[src/rtl/scan_bist_ctrl.sv]
// ============================================================================
// scan_bist_ctrl : logic-BIST sequencer (LFSR patterns, scan shift/capture,
//                  MISR compaction, golden compare). Optional BIST_ABORT_EN.
// Revision       : 1.0 - initial release
// ============================================================================
`default_nettype none

module scan_bist_ctrl #(
   parameter int          CHAIN_LEN    = 16,
   parameter int          NUM_PATTERNS = 32,
   parameter logic [15:0] SEED         = 16'hACE1
) (
   input  logic        clk,
   input  logic        reset,
   input  logic        start,
   input  logic [15:0] golden_sig,
   input  logic        scan_out,
`ifdef BIST_ABORT_EN
   input  logic        abort,
`endif
   output logic        scan_in,
   output logic        scan_en,
   output logic        busy,
   output logic        done,
   output logic        pass,
   output logic [15:0] signature
);

   localparam int BIT_W = $clog2(CHAIN_LEN + 1);
   localparam int PAT_W = $clog2(NUM_PATTERNS + 1);
   localparam logic [BIT_W-1:0] BIT_LAST = BIT_W'(CHAIN_LEN - 1);
   localparam logic [PAT_W-1:0] PAT_LAST = PAT_W'(NUM_PATTERNS);

   typedef enum logic [2:0] {
      S_IDLE    = 3'd0,
      S_SHIFT   = 3'd1,
      S_CAPTURE = 3'd2,
      S_FLUSH   = 3'd3,
      S_COMPARE = 3'd4,
      S_DONE    = 3'd5
   } state_t;

   state_t             state_q, state_d;
   logic [15:0]        lfsr_q, lfsr_d;
   logic [15:0]        misr_q, misr_d;
   logic [BIT_W-1:0]   bit_cnt_q, bit_cnt_d;
   logic [PAT_W-1:0]   pat_cnt_q, pat_cnt_d;
   logic               scan_en_q, scan_en_d;
   logic               busy_q, busy_d;
   logic               done_q, done_d;
   logic               pass_q, pass_d;
   logic               misr_en;
   logic               abort_req;

`ifdef BIST_ABORT_EN
   assign abort_req = abort;
`else
   assign abort_req = 1'b0;
`endif

   always_comb begin
      state_d   = state_q;
      lfsr_d    = lfsr_q;
      misr_d    = misr_q;
      bit_cnt_d = bit_cnt_q;
      pat_cnt_d = pat_cnt_q;
      pass_d    = pass_q;
      misr_en   = 1'b0;

      case (state_q)
         S_IDLE: begin
            if (start) begin
               state_d   = S_SHIFT;
               lfsr_d    = SEED;
               misr_d    = 16'h0000;
               pass_d    = 1'b0;
               bit_cnt_d = '0;
               pat_cnt_d = '0;
            end
         end
         S_SHIFT: begin
            lfsr_d  = {lfsr_q[14:0], lfsr_q[15] ^ lfsr_q[13] ^ lfsr_q[12] ^ lfsr_q[10]};
            // The very first unload carries unknown chain contents.
            misr_en = (pat_cnt_q != '0);
            if (bit_cnt_q == BIT_LAST) begin
               bit_cnt_d = '0;
               state_d   = S_CAPTURE;
            end else begin
               bit_cnt_d = bit_cnt_q + 1'b1;
            end
         end
         S_CAPTURE: begin
            pat_cnt_d = pat_cnt_q + 1'b1;
            state_d   = (pat_cnt_d == PAT_LAST) ? S_FLUSH : S_SHIFT;
         end
         S_FLUSH: begin
            misr_en = 1'b1;
            if (bit_cnt_q == BIT_LAST) begin
               bit_cnt_d = '0;
               state_d   = S_COMPARE;
            end else begin
               bit_cnt_d = bit_cnt_q + 1'b1;
            end
         end
         S_COMPARE: begin
            pass_d  = (misr_q == golden_sig);
            state_d = S_DONE;
         end
         S_DONE: begin
            state_d = S_IDLE;
         end
         default: begin
            state_d = S_IDLE;
         end
      endcase

      if (misr_en) begin
         misr_d = {misr_q[14:0],
                   misr_q[15] ^ misr_q[13] ^ misr_q[12] ^ misr_q[10] ^ scan_out};
      end

      // Abort freezes LFSR/MISR for inspection but discards the verdict.
      if (abort_req && (state_q != S_IDLE)) begin
         state_d   = S_IDLE;
         lfsr_d    = lfsr_q;
         misr_d    = misr_q;
         pass_d    = 1'b0;
         bit_cnt_d = '0;
         pat_cnt_d = '0;
      end

      scan_en_d = (state_d == S_SHIFT) || (state_d == S_FLUSH);
      busy_d    = (state_d != S_IDLE);
      done_d    = (state_d == S_DONE);
   end

   always_ff @(posedge clk) begin
      if (reset) begin
         state_q   <= S_IDLE;
         lfsr_q    <= SEED;
         misr_q    <= 16'h0000;
         bit_cnt_q <= '0;
         pat_cnt_q <= '0;
         scan_en_q <= 1'b0;
         busy_q    <= 1'b0;
         done_q    <= 1'b0;
         pass_q    <= 1'b0;
      end else begin
         state_q   <= state_d;
         lfsr_q    <= lfsr_d;
         misr_q    <= misr_d;
         bit_cnt_q <= bit_cnt_d;
         pat_cnt_q <= pat_cnt_d;
         scan_en_q <= scan_en_d;
         busy_q    <= busy_d;
         done_q    <= done_d;
         pass_q    <= pass_d;
      end
   end

   assign scan_in   = (state_q == S_SHIFT) ? lfsr_q[15] : 1'b0;
   assign scan_en   = scan_en_q;
   assign busy      = busy_q;
   assign done      = done_q;
   assign pass      = pass_q;
   assign signature = misr_q;

endmodule

`default_nettype wire

[config.mk]
export PLATFORM = sky130hd
export DESIGN_NAME = scan_bist_ctrl
export DESIGN_NICKNAME = d
export VERILOG_FILES = /design/src/rtl/scan_bist_ctrl.sv
export SDC_FILE = /design/constraint.sdc
export NUM_CORES = 1
export LEC_CHECK = 0
export CAP_MARGIN = 5
export CORE_MARGIN = 5
export CORE_UTILIZATION = 45
export CTS_BUF_LIST = sky130_fd_sc_hd__clkbuf_8
export DETAILED_ROUTE_END_ITERATION = 7
export HOLD_SLACK_MARGIN = 0.03
export PLACE_DENSITY = 0.7
export SYNTH_ARGS = -nofsm -noshare
export SYNTH_HDL_FRONTEND = slang
export SYNTH_SLANG_ARGS = --single-unit
export TNS_END_PERCENT = 100
[constraint.sdc]
create_clock -name clk -period 2.8 [get_ports clk]
set_input_delay 0.28 -clock clk [delete_from_list [all_inputs] [get_ports clk]]
set_output_delay 0.28 -clock clk [all_outputs]
set_load 0.02 [all_outputs]
==> impl_metrics.xml, run 1 <==
<?xml version="1.0" encoding="UTF-8"?>
<metrics>
  <group name="die">
    <metric name="core-area" unit="um^2">5070</metric>
    <metric name="die-height" unit="um">82.1</metric>
    <metric name="num_rows" unit="">26</metric>
    <metric name="design.die.area" unit="um^2">6730</metric>
    <metric name="die_width" unit="um">82.1</metric>
    <metric name="num_io_pins" unit="">41</metric>
    <metric name="initial_core_util" unit="%">46.0</metric>
  </group>
  <group name="clock_tree">
    <metric name="numClockSinks" unit="">50</metric>
    <metric name="number_of_gates_resized_after_cts" unit="">0</metric>
    <metric name="clk_root_buffer_cell" unit="">sky130_fd_sc_hd__clkbuf_8</metric>
    <metric name="clock_path_buffers" unit="">2</metric>
    <metric name="htree_num_levels" unit="">2</metric>
    <metric name="cts_post_setup_buffers_inserted" unit="">0</metric>
    <metric name="cts_hold_repair.buffers" unit="">0</metric>
    <metric name="cts_tree" unit="">built</metric>
    <metric name="cts_inserted_buffers" unit="">5</metric>
    <metric name="path_clk_slew" unit="ps">90</metric>
    <metric name="clk_latency" unit="ps">300</metric>
  </group>
  <group name="worst_setup_path">
    <metric name="cpPeakStageDelay" unit="ps">600</metric>
    <metric name="crit_path_start_kind" unit="">flip-flop</metric>
    <metric name="cp_cell_instances" unit="">nor3b_2 -&gt; buf_4 -&gt; and2_1 -&gt; clkdlybuf4s50_1</metric>
    <metric name="slowest_stage_cell_on_the_critical_path" unit="">sky130_fd_sc_hd__clkdlybuf4s50_1</metric>
    <metric name="worstPathArrival" unit="ps">1950</metric>
    <metric name="worst-path-max-fanout" unit="">12</metric>
    <metric name="worst_setup_path_end_kind" unit="">primary output</metric>
    <metric name="critical_path_class" unit="">flip-flop to primary output</metric>
    <metric name="cp_data_required_time" unit="ps">2520</metric>
  </group>
  <group name="outcome">
    <metric name="outcome" unit="">completed</metric>
  </group>
  <group name="synthesis">
    <metric name="mappedNetlistNets" unit="">289</metric>
    <metric name="synth-edff-count" unit="">0</metric>
    <metric name="synth_cell_types" unit="">47</metric>
    <metric name="yosys_warnings" unit="">0</metric>
    <metric name="synth.avg_cell_area" unit="um^2">8.82</metric>
    <metric name="yosys.cell_count.top_type" unit="">sky130_fd_sc_hd__dfxtp_1</metric>
    <metric name="synthDominantCellAreaShare" unit="%">42.8</metric>
    <metric name="synth_common_cells" unit="">sky130_fd_sc_hd__dfxtp_1 (50), sky130_fd_sc_hd__a21oi_1 (27), sky130_fd_sc_hd__nor2_1 (25), sky130_fd_sc_hd__nand3_1 (22), sky130_fd_sc_hd__nand2_1 (19)</metric>
    <metric name="synth_flop_cell" unit="">sky130_fd_sc_hd__dfxtp_1</metric>
    <metric name="biggest_area_consumer_among_synthesized_cells" unit="">sky130_fd_sc_hd__dfxtp_1</metric>
    <metric name="synth_sequential_area_ratio" unit="%">42.8</metric>
    <metric name="cells_after_synthesis" unit="">265</metric>
    <metric name="postSynthRegisterBits" unit="">50</metric>
    <metric name="ffs_w_async_s_r_synth" unit="%">0</metric>
    <metric name="synth.cell_area" unit="um^2">2340</metric>
    <metric name="synthTopCellsByArea" unit="">sky130_fd_sc_hd__dfxtp_1 (43%), sky130_fd_sc_hd__xor2_1 (6.4%), sky130_fd_sc_hd__a21oi_1 (5.8%)</metric>
  </group>
  <group name="global_routing">
    <metric name="grt_antenna_before_repair" unit="">0</metric>
    <metric name="grt_pass1_wl" unit="um">8570</metric>
    <metric name="globalRoute.totalOverflow" unit="">0</metric>
    <metric name="largest_net_degree_at_the_start_of_global_routing" unit="">22</metric>
    <metric name="grt.total_usage" unit="%">16.4</metric>
    <metric name="first_global_vias" unit="">1852</metric>
  </group>
  <group name="detailed_routing">
    <metric name="antenna_violating_nets_post_route" unit="">0</metric>
    <metric name="final_wirelength" unit="um">5110</metric>
    <metric name="post_drt_via_cell_ratio" unit="">5.49</metric>
    <metric name="num_vias" unit="">2022</metric>
    <metric name="detail_route.drc_violations" unit="">0</metric>
    <metric name="wl_per_cell" unit="um">13.9</metric>
    <metric name="first_pass_iters" unit="">4</metric>
    <metric name="drt_iter0_markers" unit="">84</metric>
  </group>
  <group name="power">
    <metric name="max-vdd-ir-drop" unit="mV">0.195</metric>
    <metric name="power.density_cell_area" unit="nW/um^2">482</metric>
    <metric name="power.static_leakage" unit="nW">1.04</metric>
  </group>
  <group name="placement">
    <metric name="dp_hpwl" unit="um">3520</metric>
    <metric name="dpl_cell_area" unit="um^2">2750</metric>
    <metric name="place.gp.congestion" unit="">0.796</metric>
    <metric name="io_buffers" unit="">40</metric>
  </group>
  <group name="cells_and_area">
    <metric name="post-route-util" unit="%">56.4</metric>
    <metric name="syn2layout_area_growth" unit="%">22.5</metric>
    <metric name="final_design_area_no_fill" unit="um^2">2860</metric>
    <metric name="drive_gt1_share" unit="%">7.05</metric>
    <metric name="antenna_cells_inserted" unit="">0</metric>
    <metric name="layout.nets" unit="">321</metric>
  </group>
  <group name="timing">
    <metric name="final.setup.tns" unit="ps">0</metric>
    <metric name="timing.final.crit_period" unit="ps">2230</metric>
    <metric name="worst-slew-pin-transition" unit="ps">750</metric>
    <metric name="drv_slew" unit="">0</metric>
    <metric name="clock_skew" unit="ps">4.98</metric>
    <metric name="setup-violations-final" unit="">0</metric>
    <metric name="period_share" unit="%">79.8</metric>
    <metric name="finalHoldWorstSlack" unit="ps">487</metric>
    <metric name="hold_viol_final" unit="">0</metric>
    <metric name="maximum_clock_rate" unit="MHz">447</metric>
    <metric name="slew_limit_headroom" unit="%">49.9</metric>
    <metric name="rsz0062_at_grt" unit="">false</metric>
  </group>
  <group name="run">
    <metric name="max_cap_violations" unit="">0</metric>
  </group>
  <group name="min_path">
    <metric name="min-delay-path-class" unit="">flip-flop to flip-flop</metric>
  </group>
</metrics>
registers in the layout (all words and copies together), names as in the netlist, 3 cells and up:
register and count:
lfsr_q 16, pat_cnt_q 6, state_q 3, bit_cnt_q 5, signature 16
path summary, 6_finish.rpt:
check                      end         start  slack, ps  cells after the start
hold reg to reg      lfsr_q[7]     lfsr_q[7]        490                      2
hold / removal       lfsr_q[7]     lfsr_q[7]        490                      2
setup / recovery       scan_in    state_q[0]        570                      4
setup reg to reg  signature[7]  pat_cnt_q[0]        760                      6
layout make-up:
| class | count | area [um^2] |
|---|---|---|
| fillers | 473 | 2210 |
| well taps | 70 | 87.6 |
| flip-flops and latches | 50 | 1000 |
| multi-input cells | 195 | 1230 |
| clock inverters | 3 | 40.0 |
| clock buffers | 5 | 68.8 |
| repair buffers | 43 | 423 |
| inverters | 2 | 7.51 |
per-layer routing:
| metal | up-vias | share of wire [%] | track usage [%] |
|---|---|---|---|
| met3 | 9 | 7.1 | 5.92 |
| li1 | 1002 | - | - |
| met5 | - | 0 | 0 |
| met4 | 0 | 1.5 | 6.31 |
| met1 | 965 | 48 | 22.6 |
| met2 | 46 | 44 | 23.3 |
worst max-delay path: cells and delay by family, from the launching register on:
kind | cells | cell delay, ps
buffers and inverters | 2 | 790
and+or+nand+nor | 2 | 350
DFF | 1 | 510
through the flow:
| step | setup slack [ps] | std cells | total power [mW] |
|---|---|---|---|
| 6_report | 565 | 368 | 1.38 |
| 2_1_floorplan | 1050 | 265 | 0.838 |
| 5_1_grt | 456 | 368 | 1.44 |
| 3_5_place_dp | 525 | 360 | 0.893 |
| 3_3_place_gp | 565 | 360 | 0.891 |
| 4_1_cts | 560 | 368 | 1.39 |
cells by family (layout without fill, tap and decap cells):
family	count (synthesis)	in the layout	synth area share, %
xor+xnor	24	24	9.59
simple gates	103	103	23.4
compound gates	64	64	17.8
buf+inv	20	53	4.29
fa+ha+maj	4	4	2.14
flops	50	50	42.8
power breakdown:
part / switching (mW) / total, mW / internal [mW]
Clock: 0.240 / 0.503 / 0.263
Combinational: 0.0681 / 0.136 / 0.0676
Sequential: 0.0130 / 0.741 / 0.728
cell usage in the layout, fill, tap and decap left out, types with 3 or more instances in the layout:
| cell | Yosys | final |
|---|---|---|
| sky130_fd_sc_hd__ha_1 | 4 | 4 |
| sky130_fd_sc_hd__a22oi_1 | 9 | 9 |
| sky130_fd_sc_hd__o22ai_1 | 7 | 7 |
| sky130_fd_sc_hd__clkdlybuf4s50_1 | 0 | 40 |
| sky130_fd_sc_hd__nand3_1 | 22 | 22 |
| sky130_fd_sc_hd__nor4_1 | 3 | 3 |
| sky130_fd_sc_hd__dfxtp_1 | 50 | 50 |
| sky130_fd_sc_hd__buf_4 | 1 | 3 |
| sky130_fd_sc_hd__nand2b_1 | 9 | 9 |
| sky130_fd_sc_hd__clkbuf_8 | 0 | 5 |
| sky130_fd_sc_hd__a211oi_1 | 3 | 3 |
| sky130_fd_sc_hd__o21ai_0 | 6 | 6 |
| sky130_fd_sc_hd__nor3_1 | 4 | 4 |
| sky130_fd_sc_hd__nor2_1 | 25 | 25 |
| sky130_fd_sc_hd__xor2_1 | 17 | 17 |
| sky130_fd_sc_hd__a21oi_1 | 27 | 27 |
| sky130_fd_sc_hd__nand2_1 | 19 | 19 |
| sky130_fd_sc_hd__xnor2_1 | 6 | 6 |
No activity file was read; power rests on OpenSTA's default activity.
==> run 2: changes to the inputs <==
==> constraint.sdc (replaced) <==
create_clock -name clk -period 2.2 [get_ports clk]
set_input_delay 0.22 -clock clk [delete_from_list [all_inputs] [get_ports clk]]
set_output_delay 0.22 -clock clk [all_outputs]
set_load 0.02 [all_outputs]
==> run 2 against run 1 <==
Critical endpoint unchanged. Clock power grew 24%. First-iteration DRC count grew 87%. Non-clock buffer count grew 6. Worst hold slack gained 3.0 ps. Critical path depth shrank 1. Clock skew grew 2.9 ps. Core utilization grew 0.84 points. Sequential power grew 27%. Combinational power grew 35%. Sequential share of layout area shrank 0.51 points. Cell area grew 1.5%. Global-route usage grew 0.43 points.
==> impl_metrics.xml, run 2 (same netlist as run 1, synthesis figures left out) <==
<?xml version="1.0" encoding="UTF-8"?>
<metrics>
  <group name="timing">
    <metric name="clock_skew" unit="ps">7.90</metric>
    <metric name="worst-slew-pin-transition" unit="ps">635</metric>
    <metric name="final_critical_path_setup_slack" unit="ps">204</metric>
    <metric name="maximum_clock_rate" unit="MHz">501</metric>
    <metric name="rsz0062_at_grt" unit="">false</metric>
    <metric name="final.setup.tns" unit="ps">0</metric>
    <metric name="finalHoldWorstSlack" unit="ps">490</metric>
    <metric name="period_share" unit="%">90.7</metric>
    <metric name="drv_slew" unit="">0</metric>
    <metric name="timing.final.crit_period" unit="ps">2000</metric>
    <metric name="setup-violations-final" unit="">0</metric>
    <metric name="hold_viol_final" unit="">0</metric>
    <metric name="slew_limit_headroom" unit="%">57.1</metric>
  </group>
  <group name="power">
    <metric name="power.density_cell_area" unit="nW/um^2">601</metric>
    <metric name="power.static_leakage" unit="nW">1.07</metric>
    <metric name="max-vdd-ir-drop" unit="mV">0.278</metric>
  </group>
  <group name="outcome">
    <metric name="outcome" unit="">completed</metric>
  </group>
  <group name="detailed_routing">
    <metric name="post_drt_via_cell_ratio" unit="">5.37</metric>
    <metric name="wl_per_cell" unit="um">13.7</metric>
    <metric name="drt_iter0_markers" unit="">157</metric>
    <metric name="antenna_violating_nets_post_route" unit="">0</metric>
    <metric name="final_wirelength" unit="um">5130</metric>
    <metric name="first_pass_iters" unit="">4</metric>
    <metric name="detail_route.drc_violations" unit="">0</metric>
    <metric name="num_vias" unit="">2008</metric>
  </group>
  <group name="worst_setup_path">
    <metric name="cp_data_required_time" unit="ps">1980</metric>
    <metric name="rr_endpoint" unit="">signature[6]</metric>
    <metric name="crit_path_start_kind" unit="">flip-flop</metric>
    <metric name="worst_setup_path_end_kind" unit="">primary output</metric>
    <metric name="timing.rr.start" unit="">pat_cnt_q[0]</metric>
    <metric name="cp_cell_instances" unit="">nor3b_2 -&gt; and2_1 -&gt; clkdlybuf4s50_1</metric>
    <metric name="critical_path_class" unit="">flip-flop to primary output</metric>
    <metric name="slowest_stage_cell_on_the_critical_path" unit="">sky130_fd_sc_hd__clkdlybuf4s50_1</metric>
    <metric name="ff2ff_setup_slack" unit="ps">370</metric>
    <metric name="path_delay_family" unit="">buffers and inverters</metric>
    <metric name="worst-path-max-fanout" unit="">14</metric>
    <metric name="cpPeakStageDelay" unit="ps">600</metric>
    <metric name="critical_path_buf_inv_count" unit="">1</metric>
    <metric name="worst_r2r_path_cells" unit="">7</metric>
    <metric name="worstPathArrival" unit="ps">1780</metric>
  </group>
  <group name="min_path">
    <metric name="whs_endpoint" unit="">lfsr_q[5]</metric>
    <metric name="hold_path_depth" unit="">2</metric>
    <metric name="min-delay-path-class" unit="">flip-flop to flip-flop</metric>
    <metric name="hold_path_startpoint" unit="">lfsr_q[5]</metric>
  </group>
  <group name="clock_tree">
    <metric name="clk_root_buffer_cell" unit="">sky130_fd_sc_hd__clkbuf_8</metric>
    <metric name="cts_tree" unit="">built</metric>
    <metric name="clk_latency" unit="ps">300</metric>
    <metric name="number_of_gates_resized_after_cts" unit="">0</metric>
    <metric name="htree_num_levels" unit="">2</metric>
    <metric name="clock_path_buffers" unit="">2</metric>
    <metric name="cts_inserted_buffers" unit="">5</metric>
    <metric name="numClockSinks" unit="">50</metric>
    <metric name="cts_hold_repair.buffers" unit="">0</metric>
    <metric name="cts_post_setup_buffers_inserted" unit="">0</metric>
    <metric name="path_clk_slew" unit="ps">90</metric>
  </group>
  <group name="placement">
    <metric name="io_buffers" unit="">40</metric>
    <metric name="dp_hpwl" unit="um">3580</metric>
    <metric name="place.gp.congestion" unit="">0.772</metric>
    <metric name="dpl_cell_area" unit="um^2">2800</metric>
    <metric name="dp_worst_slack" unit="ps">208</metric>
  </group>
  <group name="global_routing">
    <metric name="grt_pass1_wl" unit="um">8880</metric>
    <metric name="globalRoute.totalOverflow" unit="">0</metric>
    <metric name="largest_net_degree_at_the_start_of_global_routing" unit="">21</metric>
    <metric name="grt_antenna_before_repair" unit="">0</metric>
    <metric name="first_global_vias" unit="">1882</metric>
    <metric name="grt.total_usage" unit="%">16.9</metric>
  </group>
  <group name="cells_and_area">
    <metric name="antenna_cells_inserted" unit="">0</metric>
    <metric name="seq_area" unit="um^2">1000</metric>
    <metric name="drive_gt1_share" unit="%">8.22</metric>
    <metric name="multi_input_gate_area_in_the_final_layout" unit="um^2">1230</metric>
    <metric name="layout.cells.most_common_list" unit="">sky130_fd_sc_hd__dfxtp_1 (50), sky130_fd_sc_hd__clkdlybuf4s50_1 (40), sky130_fd_sc_hd__a21oi_1 (27)</metric>
    <metric name="n_fill_cell" unit="">485</metric>
    <metric name="mostFrequentLayoutCell" unit="">sky130_fd_sc_hd__dfxtp_1</metric>
    <metric name="syn2layout_area_growth" unit="%">24.4</metric>
    <metric name="final_design_area_no_fill" unit="um^2">2910</metric>
    <metric name="layout.nets" unit="">327</metric>
  </group>
  <group name="die">
    <metric name="die_width" unit="um">82.1</metric>
    <metric name="initial_core_util" unit="%">46.0</metric>
    <metric name="num_io_pins" unit="">41</metric>
    <metric name="design.die.area" unit="um^2">6730</metric>
    <metric name="core-area" unit="um^2">5070</metric>
    <metric name="die-height" unit="um">82.1</metric>
    <metric name="num_rows" unit="">26</metric>
  </group>
  <group name="run">
    <metric name="max_cap_violations" unit="">0</metric>
  </group>
</metrics>
[run 2: cell count changes in the layout (fill, tap and decap cells not counted)]
cell	change
sky130_fd_sc_hd__clkinv_2	-2
sky130_fd_sc_hd__inv_1	+2
sky130_fd_sc_hd__buf_4	+6
[run 2: area by class of cell]
| class | instances | area share (%) |
|---|---|---|
| well taps | 70 | 3.01 |
| clock buffers | 5 | 2.37 |
| multi-input cells | 195 | 42.5 |
| flip-flops and latches | 50 | 34.5 |
| clock inverters | 3 | 1.29 |
| repair buffers | 49 | 16.1 |
| inverters | 2 | 0.258 |
[run 2: metal layers]
layer	wire [um]	track usage [%]	part of all wire, %	up-vias
met2	2220	25.6	43	44
met3	258	4.61	5.0	5
met1	2570	22.6	50	943
li1	-	-	-	1016
met5	0	0	0	-
met4	74	6.48	1.4	0
[run 2: metrics by stage]
step	std cells	utilization (%)	total power, mW
after CTS	374	57.2	1.76
after floorplan	265	-	1.07
after global placement	366	55.2	1.14
after global routing	374	57.2	1.83
after detailed placement	366	55.2	1.14
final	374	57.2	1.75
[run 2: tightest hold or removal path: stages (launching register included)]
cell and delay [ps]:
sky130_fd_sc_hd__dfxtp_1 340, sky130_fd_sc_hd__o22ai_1 60, sky130_fd_sc_hd__nand2b_1 60
[run 2: power breakdown]
| group | total (mW) | internal, mW | switching, mW |
|---|---|---|---|
| logic | 0.184 | 0.0918 | 0.0919 |
| registers | 0.940 | 0.926 | 0.0137 |
| clock network | 0.624 | 0.331 | 0.292 |
[run 2: how the worst max path moves through the flow]
stage	from	end	slack (ps)	cells after the start
2_1_floorplan	pat_cnt_q[0]	signature[11]	450	7
6_report	state_q[2]	scan_in	200	3
3_5_place_dp	start	lfsr_q[8]	210	5
5_1_grt	state_q[2]	scan_in	70	3
4_1_cts	state_q[2]	scan_in	170	3
3_3_place_gp	start	lfsr_q[12]	140	5
==> run 3: changes to the inputs <==
--- a/config.mk
+++ b/config.mk
@@ -12,6 +12,7 @@
 export DETAILED_ROUTE_END_ITERATION = 7
 export HOLD_SLACK_MARGIN = 0.03
 export PLACE_DENSITY = 0.7
+export SLEW_MARGIN = 25
 export SYNTH_ARGS = -nofsm -noshare
 export SYNTH_HDL_FRONTEND = slang
 export SYNTH_SLANG_ARGS = --single-unit
==> results of run 3 <==
The final DEF is identical to that of run 2; final timing and power are the same.
